`src/rtl/ex_mem_elastic.sv`:
```
// ex_mem_elastic: EX/MEM stage register with valid/ready handshake, flush, optional skid entry
// and MEM/WB control decode of the held instruction.
module ex_mem_elastic #(
    parameter int XLEN = 32,
    parameter int SKID = 1
) (
    input  logic            clk,
    input  logic            reset,
    input  logic            flush,
    input  logic            in_valid,
    output logic            in_ready,
    input  logic [XLEN-1:0] nI,
    input  logic [XLEN-1:0] nAO,
    input  logic [XLEN-1:0] nWD,
    input  logic [XLEN-1:0] nPC,
    output logic            out_valid,
    input  logic            out_ready,
    output logic [XLEN-1:0] I,
    output logic [XLEN-1:0] AO,
    output logic [XLEN-1:0] WD,
    output logic [XLEN-1:0] PC,
    output logic [2:0]      MemOp,
    output logic            mem_rd,
    output logic            mem_wr,
    output logic [1:0]      MemtoReg,
    output logic [1:0]      occ
);
    localparam int W = 4 * XLEN;

    logic [W-1:0] in_d, main_d;
    logic         main_v, acc, drn;
    logic [5:0]   op, funct;

    assign in_d      = {nI, nAO, nWD, nPC};
    assign acc       = in_valid & in_ready;
    assign drn       = main_v & out_ready;
    assign out_valid = main_v;
    assign {I, AO, WD, PC} = main_d;

    generate
        if (SKID != 0) begin : g_skid
            logic         skid_v;
            logic [W-1:0] skid_d;
            // in_ready is the inverted skid flop, so out_ready never reaches it combinationally
            always_ff @(posedge clk) begin
                if (reset || flush) begin
                    main_v <= 1'b0;
                    main_d <= '0;
                    skid_v <= 1'b0;
                    skid_d <= '0;
                end else if (!main_v || drn) begin
                    main_v <= skid_v | acc;
                    main_d <= skid_v ? skid_d : (acc ? in_d : '0);
                    skid_v <= skid_v & acc;
                    skid_d <= (skid_v && acc) ? in_d : '0;
                end else if (acc) begin
                    skid_v <= 1'b1;
                    skid_d <= in_d;
                end
            end
            assign in_ready = ~skid_v;
            assign occ      = {1'b0, main_v} + {1'b0, skid_v};
        end else begin : g_single
            always_ff @(posedge clk) begin
                if (reset || flush) begin
                    main_v <= 1'b0;
                    main_d <= '0;
                end else if (acc) begin
                    main_v <= 1'b1;
                    main_d <= in_d;
                end else if (drn) begin
                    main_v <= 1'b0;
                    main_d <= '0;
                end
            end
            assign in_ready = out_ready | ~main_v;
            assign occ      = {1'b0, main_v};
        end
    endgenerate

    assign op    = I[31:26];
    assign funct = I[5:0];

    always_comb begin
        MemOp    = 3'd0;
        mem_rd   = 1'b0;
        mem_wr   = 1'b0;
        MemtoReg = 2'd0;
        case (op)
            6'b100000: begin mem_rd = 1'b1; MemtoReg = 2'd1; end
            6'b100100: begin MemOp = 3'd1; mem_rd = 1'b1; MemtoReg = 2'd1; end
            6'b100001: begin MemOp = 3'd2; mem_rd = 1'b1; MemtoReg = 2'd1; end
            6'b100101: begin MemOp = 3'd3; mem_rd = 1'b1; MemtoReg = 2'd1; end
            6'b100011: begin MemOp = 3'd4; mem_rd = 1'b1; MemtoReg = 2'd1; end
            6'b101000: begin MemOp = 3'd5; mem_wr = 1'b1; end
            6'b101001: begin MemOp = 3'd6; mem_wr = 1'b1; end
            6'b101011: begin MemOp = 3'd7; mem_wr = 1'b1; end
            6'b000011: MemtoReg = 2'd2;
            6'b000000: MemtoReg = (funct == 6'b001001) ? 2'd2 : 2'd0;
            default: ;
        endcase
    end
endmodule

```
`config.mk`:
```
export PLATFORM = sky130hd
export DESIGN_NAME = ex_mem_elastic
export DESIGN_NICKNAME = d
export VERILOG_FILES = /design/src/rtl/ex_mem_elastic.sv
export SDC_FILE = /design/constraint.sdc
export NUM_CORES = 1
export LEC_CHECK = 0
export BUFFER_PORTS_ARGS = -buffer_cell sky130_fd_sc_hd__buf_2
export CORE_UTILIZATION = 55
export DETAILED_ROUTE_END_ITERATION = 10
export PLACE_DENSITY = 0.95
export RECOVER_POWER = 100
export SETUP_SLACK_MARGIN = 0.4
export SLEW_MARGIN = 25
export SYNTH_ARGS = -nofsm -noshare
export SYNTH_HDL_FRONTEND = slang
export SYNTH_SLANG_ARGS = --single-unit
```
`constraint.sdc`:
```
create_clock -name clk -period 3.75 [get_ports clk]
set_clock_uncertainty 0.1 [all_clocks]
set_input_delay 0.1875 -clock clk [delete_from_list [all_inputs] [get_ports clk]]
set_output_delay 0.1875 -clock clk [all_outputs]
set_load 0.005 [all_outputs]
```
==> out/results.tsv, run 1 <==
metric	value	unit
status	finished with violations	
violations	max-capacitance violations	
crit_path_max_fanout	67	
port_buffers	271	
power.total	5.973	mW
cts_resized	0	
syn_avg_cell_area	8.091	um2
drive_gt1_frac	0.1675	
dp.final_hpwl	15760	um
final-hold-violation-count	0	
power_density	469.5	nW/um2
whs	0.3568	ns
nets	1632	
min_path_cells	2	
min_period	2.795	ns
start_kind	register	
postSynthCellCount	1160	
dieArea	17590	um2
ff2ff_setup_slack	0.96	ns
clk_pin_slew	0.07	ns
finalCritPeriodShare	0.7453	
relSlewSlack	0.0003743	
rows	47	
grt_max_degree	127	
syn_area	9385	um2
crit_type	register to register	
drc_errors	0	
endpoint_kind	register	
r2r_cells	4	
vias	10520	
vias_per_cell	6.049	
clk_latency	0.53	ns
htree_levels	1	
gp_congestion	0.8252	
irDropWorstVdd	0.0003780	V
die_width	132.6	um
drtPass1Iterations	5	
wl_per_cell	18.97	um
root_buffer	clkbuf_16	
grt_pass1_vias	10314	
cp_data_required_time	4.07	ns
syn-num-nets	1294	
core	16640	um2
grt_pass1_wl	51830	um
hp-class	register to register	
r2r_end	g_skid.skid_d[33]	
finalSetupViolations	0	
leakage	4.897	nW
slew_violations	0	
antenna_found_initial	3	
ant_nets	0	
worstHoldStart	g_skid.skid_d[68]	
cts_tree	yes	
yosysWarningCount	0	
fmax	357.8	MHz
worst_slew_pin_slew	1.499	ns
initial_core_util	0.5639	
cts_setup_buffers	0	
die_h	132.6	um
synth_top_area_frac	0.5503	
ys_seq_area_frac	0.5503	
maxCapViolCount	1	
area_delta_synth_final	35.57	%
cts-buffers-inserted	25	
worstHoldEndpoint	g_skid.skid_d[68]	
cts_buffer_depth	3	
synth_top_area_cell	dfxtp_1	
drt_iter0_markers	1129	
wl	32980	um
grt_usage	0.3637	
num_io_pins	272	
worstPathArrival	3.11	ns
finalSetupTns	0	ns
ys_ff_latch	258	
grt_overflow	0	
rsz0062_at_grt	false	
synth_area_leaders	dfxtp_1 55%, a21oi_1 21%, nand2_1 10%, o21ai_0 6.4%, buf_2 2.9%	
synth.distinct_cells	28	
worst_r2r_startpoint	out_valid	
fillCellCount	1041	
clock_sinks	258	
-- cells by family (layout without fill, tap and decap cells) --
| family | Yosys count | count (layout) | synth area share |
|---|---|---|---|
| AO/OA/AOI/OAI | 516 | 516 | 0.2762 |
| XOR/XNOR | 1 | 1 | 0.0009334 |
| multiplexers | 1 | 1 | 0.001067 |
| other | 0 | 3 | 0 |
| adder cells (fa/ha/maj) | 1 | 1 | 0.001333 |
| buffers and inverters | 106 | 462 | 0.05413 |
| flip-flops | 258 | 258 | 0.5503 |
| AND/OR/NAND/NOR | 277 | 277 | 0.1160 |
-- cell usage after synthesis --
library cell / instances
a21oi_1: 386
a221oi_1: 2
a22oi_1: 1
buf_2: 55
buf_4: 7
buf_6: 2
clkbuf_1: 39
dfxtp_1: 258
ha_1: 1
inv_1: 3
mux2i_1: 1
nand2_1: 257
nand2b_1: 3
nand3_1: 1
nor2_1: 4
nor2_4: 1
nor2b_1: 1
nor2b_2: 1
nor3_1: 3
nor3b_1: 1
nor4_1: 1
nor4bb_1: 1
o21ai_0: 120
o21ai_1: 7
or2_2: 1
or3_1: 1
or4_1: 1
xnor2_1: 1
-- cells in the final DEF, fill, tap and decap left out, drive strengths merged, types with 2 or more instances in the layout --
master and instances:
nor3 3, clkbuf 115, o21ai 127, nand2b 3, dlygate4sd3 131, diode 3
nand2 257, bufinv 3, nor2b 2, inv 5, nor2 5, a21oi 386
dfxtp 258, a221oi 2, buf 203, clkinv 5
-- report_power, final --
part           switching, mW  internal (mW)
registers             0.0361           2.79
clock network           1.07           1.55
logic                  0.287          0.232
total                   1.40           4.58
-- timing repair --
item                                    CTS  global route
endpoints found under the setup margin    0             0
hold buffers                            131             0
endpoints found under the hold margin   258             0
-- final cells by class --
class / count / area, um2 / share of cell area
tap: 220 / 275.3 / 0.02163
sequential: 258 / 5169 / 0.4062
clock buffer: 35 / 723.2 / 0.05684
multi-input combinational: 796 / 3740 / 0.2939
timing repair buffer: 414 / 2668 / 0.2097
antenna: 3 / 7.507 / 0.0005900
clock inverter: 10 / 130.1 / 0.01023
inverter: 3 / 11.26 / 0.0008850
-- critical path, stage by stage, from the launching register on --
cell	delay, ns
dfxtp_1	0.42
nor2b_1	0.32
nand2_4	0.48
clkbuf_2	0.87
a21oi_1	0.46
-- worst max-delay path by stage --
| stage | startpoint | end | slack (ns) | cells past startpoint |
|---|---|---|---|---|
| after global placement | g_skid.skid_v | main_d[124] | 1.64 | 3 |
| final | out_valid | g_skid.skid_d[33] | 0.96 | 4 |
| after floorplan | main_d[125] | MemtoReg[1] | 2.43 | 3 |
| after detailed placement | g_skid.skid_v | main_d[124] | 1.60 | 3 |
| after CTS | g_skid.skid_v | g_skid.skid_d[108] | 1.55 | 4 |
| after global routing | out_valid | g_skid.skid_d[33] | 0.79 | 4 |
-- per-stage QoR --
| step | cell area (um2) | worst slack, ns | util | cells |
|---|---|---|---|---|
| 2_1_floorplan | 9385 | 2.428 | - | 1160 |
| 3_3_place_gp | 10660 | 1.642 | 0.6406 | 1560 |
| 3_5_place_dp | 10660 | 1.600 | 0.6406 | 1560 |
| 4_1_cts | 12830 | 1.550 | 0.7707 | 1736 |
| 5_1_grt | 12720 | 0.7936 | 0.7645 | 1739 |
| 6_report | 12720 | 0.9552 | 0.7645 | 1739 |
-- routing by layer --
layer  wire (um)  global-route usage  vias up
met2       15810              0.6178      834
met3        3362             0.08352      202
met4        1973              0.2190        0
li1            -                   -     4646
met1       11830              0.4176     4838
met5           0                   0        -
-- registers in the layout (all words and copies together) (netlist names) --
register	flops
g_skid.skid_d	128
out_valid	1
g_skid.skid_v	1
main_d	128
Power figures use the tool's default switching activity.
==> run 2: changes to the inputs <==
Settings changed: CORE_UTILIZATION 55 to 46, PLACE_DENSITY 0.95 to 0.87.
Clock period 3.75 ns to 2.3 ns, I/O delays scaled along.
==> out/results.tsv, run 2 (synthesis results as in run 1) <==
metric	value	unit
status	finished, final reports clean	
clk_pin_slew	0.07	ns
gr-max-usage-layer	met2	
layout_commonest_cell	a21oi_1	
die_h	144.8	um
finalSetupTns	0	ns
irDropWorstVdd	0.0005072	V
use_met3	0.08128	
area_delta_synth_final	37.42	%
maxCapViolCount	0	
rows	51	
power_density	751.2	nW/um2
cts_setup_buffers	0	
most-common-layout-cells	386 x a21oi_1, 257 x dfxtp_1, 256 x nand2_1	
place_area	10830	um2
cp_data_required_time	2.63	ns
grt_overflow	0	
worst_slack	0.2597	ns
crit_path_max_fanout	55	
post-place-ws	0.5725	ns
leakage	4.853	nW
cts_tree	yes	
vias	10157	
vias_per_cell	5.677	
hp-class	input port to register	
gp_congestion	0.7680	
clock_sinks	258	
grt_pass1_vias	9956	
met1_usage	0.3433	
rsz0062_at_grt	true	
top_regs	g_skid.skid_d x128, main_d x128	
core	19720	um2
initial_core_util	0.4760	
use_met2	0.4965	
n_antenna_cell	0	
dieArea	20980	um2
ant_nets	0	
grt_pass1_wl	49120	um
crit_type	register to register	
wl	32390	um
drive_gt1_frac	0.1549	
grt_usage	0.2952	
htree_levels	1	
worst_slew_pin_slew	0.9569	ns
wl_per_cell	18.11	um
port_buffers	271	
dp.final_hpwl	16280	um
die_width	144.8	um
finalCritPeriodShare	0.8871	
final_area	12900	um2
cts-buffers-inserted	26	
clk_latency	0.52	ns
final-hold-violation-count	0	
cts_buffer_depth	3	
antenna_found_initial	0	
num_io_pins	272	
relSlewSlack	0.3620	
drc_errors	0	
start_kind	register	
drtPass1Iterations	6	
root_buffer	clkbuf_16	
grt_max_degree	99	
slew_violations	0	
fmax	490.1	MHz
nets	1641	
finalSetupViolations	0	
min_period	2.040	ns
endpoint_kind	register	
worstPathArrival	2.37	ns
drt_iter0_markers	881	
whs	0.2427	ns
run 2: cell count changes in the layout (fill, tap and decap cells not counted), moves of 2 or more:
cell       previous run  this run
clkbuf_1             81       109
clkbuf_16            25        28
clkinv_2              5         2
clkbuf_2              3         1
diode_2               3         0
buf_2               195       170
clkbuf_8              6         4
buf_12                1         6
run 2: final cells by class:
| class | count | area, um2 |
|---|---|---|
| Fill cell | 1476 | 6820 |
| Clock buffer | 39 | 760.7 |
| Timing Repair Buffer | 421 | 2780 |
| Multi-Input combinational cell | 797 | 3762 |
| Sequential cell | 258 | 5166 |
| Tap cell | 265 | 331.6 |
| Clock inverter | 6 | 85.08 |
| Inverter | 3 | 11.26 |
run 2: report_power, final:
group	leakage [nW]	switching, mW	total [mW]	internal (mW)
Combinational	2.35	0.461	0.849	0.388
Clock	0.416	1.73	4.23	2.50
Sequential	2.09	0.0595	4.61	4.55
Total	4.85	2.25	9.69	7.44
run 2: worst max-delay path, cell delays in order (launching register included):
cell	delay, ns
dfxtp_2	0.78
buf_4	0.61
a21oi_1	0.14
a21oi_1	0.24
run 2: through the flow:
stage,utilization,std cells,total power [mW]
floorplan,-,1160,5.037
global placement,0.5493,1610,5.328
detailed placement,0.5493,1610,5.339
CTS,0.6594,1787,9.674
global route,0.6541,1789,9.999
finish,0.6541,1789,9.689
run 2: per-layer routing:
metal / routed length (um) / vias to the layer above
li1: - / 4663
met1: 12310 / 4670
met4: 1283 / 0
met3: 3272 / 123
met2: 15520 / 701
met5: 0 / -
run 2: what timing repair did:
item                                    in CTS  in global routing
hold endpoints to repair                   258                  0
pin swaps                                    0                  0
hold buffers                               132                  0
cloned                                       0                  2
gates resized for setup                      3                  9
endpoints found under the setup margin       6                  8
run 2: path summary, 6_finish.rpt:
kind / from / end / slack (ns) / cells past startpoint
setup / recovery: g_skid.skid_v / main_d[34] / 0.26 / 3
hold / removal: out_ready / main_d[87] / 0.24 / 5
setup reg to reg: g_skid.skid_v / main_d[34] / 0.26 / 3
hold reg to reg: g_skid.skid_d[74] / g_skid.skid_d[74] / 0.35 / 2
==> run 3: changes to the inputs <==
Settings changed: CORE_UTILIZATION 46 to 55, PLACE_DENSITY 0.87 to 0.95.
Clock period 2.3 ns to 2.6 ns, I/O delays scaled along.
==> out/results.tsv, run 3 (synthesis results as in run 1) <==
metric	value	unit
status	finished, final reports clean	
layout_commonest_cell	a21oi_1	
dp_cells	1559	
power_density	653.8	nW/um2
post-place-ws	0.8608	ns
grt_pass1_wl	52610	um
worst_slack	0.3962	ns
gp_congestion	0.8470	
start_kind	register	
cts_buffer_depth	3	
top_regs	g_skid.skid_d x128, main_d x128	
grt_usage	0.3711	
grt_pass1_vias	10419	
worst_slew_pin_slew	0.9742	ns
relSlewSlack	0.3505	
drive_gt1_frac	0.1652	
num_io_pins	272	
clock_sinks	258	
crit_path_max_fanout	131	
htree_levels	1	
cp_data_required_time	2.37	ns
finalCritPeriodShare	0.8476	
final_util	0.7658	
slew_violations	0	
dp.final_hpwl	15840	um
dieArea	17590	um2
core	16640	um2
hp-class	input port to register	
worstPathArrival	1.97	ns
final-hold-violation-count	0	
fillCellCount	1011	
drtPass1Iterations	8	
rsz0062_at_grt	false	
power.total	8.332	mW
min_path_cells	4	
drt_iter0_markers	1175	
finalSetupViolations	0	
grt_max_degree	132	
die_width	132.6	um
ant_nets	0	
crit_type	register to output port	
area_delta_synth_final	35.79	%
leakage	4.900	nW
min_period	2.204	ns
vias	10628	
cts_setup_buffers	0	
drc_errors	0	
stdcell_count	1736	
finalSetupTns	0	ns
die_h	132.6	um
ff2ff_setup_slack	0.46	ns
grt_overflow	0	
rows	47	
cts_tree	yes	
maxCapViolCount	0	
root_buffer	clkbuf_16	
port_buffers	271	
fmax	453.8	MHz
r2r_cells	4	
wl_per_cell	19.60	um
antenna_found_initial	3	
initial_core_util	0.5639	
vias_per_cell	6.122	
endpoint_kind	output port	
clk_pin_slew	0.06	ns
wl	34030	um
most-common-layout-cells	386 x a21oi_1, 258 x dfxtp_1, 256 x nand2_1	
nets	1631	
cts-buffers-inserted	25	
irDropWorstVdd	0.0005302	V
clk_latency	0.52	ns
run 3: changes by cell type in the layout (fill, tap and decap cells not counted), sizes merged:
cell,change
buf,+22
bufinv,-2
clkbuf,-28
clkinv,-1
diode,+3
dlygate4sd3,-1
nand2b,-1
run 3: final cells by class:
type / instances / area [um2] / share of cell area
clock buffers: 40 / 762.0 / 0.05979
flip-flops and latches: 258 / 5165 / 0.4053
clock inverters: 3 / 18.77 / 0.001473
multi-input cells: 796 / 3735 / 0.2930
repair buffers: 413 / 2770 / 0.2174
diodes: 3 / 7.507 / 0.0005890
inverters: 3 / 11.26 / 0.0008836
well taps: 220 / 275.3 / 0.02160
run 3: final timing paths:
| path | start | end |
|---|---|---|
| max | g_skid.skid_v | occ[0] |
| min | out_ready | main_d[84] |
| max reg2reg | g_skid.skid_v | g_skid.skid_d[44] |
| min reg2reg | g_skid.skid_d[126] | g_skid.skid_d[126] |
run 3: metal layers:
metal	global-route usage	wire, um	vias to the layer above
met4	0.2510	2310	0
met3	0.08736	3670	241
li1	-	-	4648
met5	0	0	-
met1	0.4024	11640	4825
met2	0.6444	16420	914
run 3: worst max-delay path, cell delays in order (launching register included):
cell and delay (ns):
dfxtp_1 0.44, buf_12 0.53, ha_1 0.35, clkbuf_1 0.13
run 3: through the flow:
step	area (um2)	hold slack, ns
floorplan	9385	0.1556
global route	12740	0.1989
finish	12740	0.1822
global placement	10750	0.2972
CTS	12850	0.1808
detailed placement	10750	0.3010
run 3: repair_timing:
action | CTS | global route
hold buffers | 131 | 0
endpoints found under the hold margin | 258 | 0
resized for setup | 0 | 1
setup endpoints to repair | 0 | 2
run 3: power breakdown:
group,leakage [nW],internal [mW],switching [mW]
Sequential,2.09,4.03,0.0521
Clock,0.386,1.99,1.49
Combinational,2.42,0.341,0.423
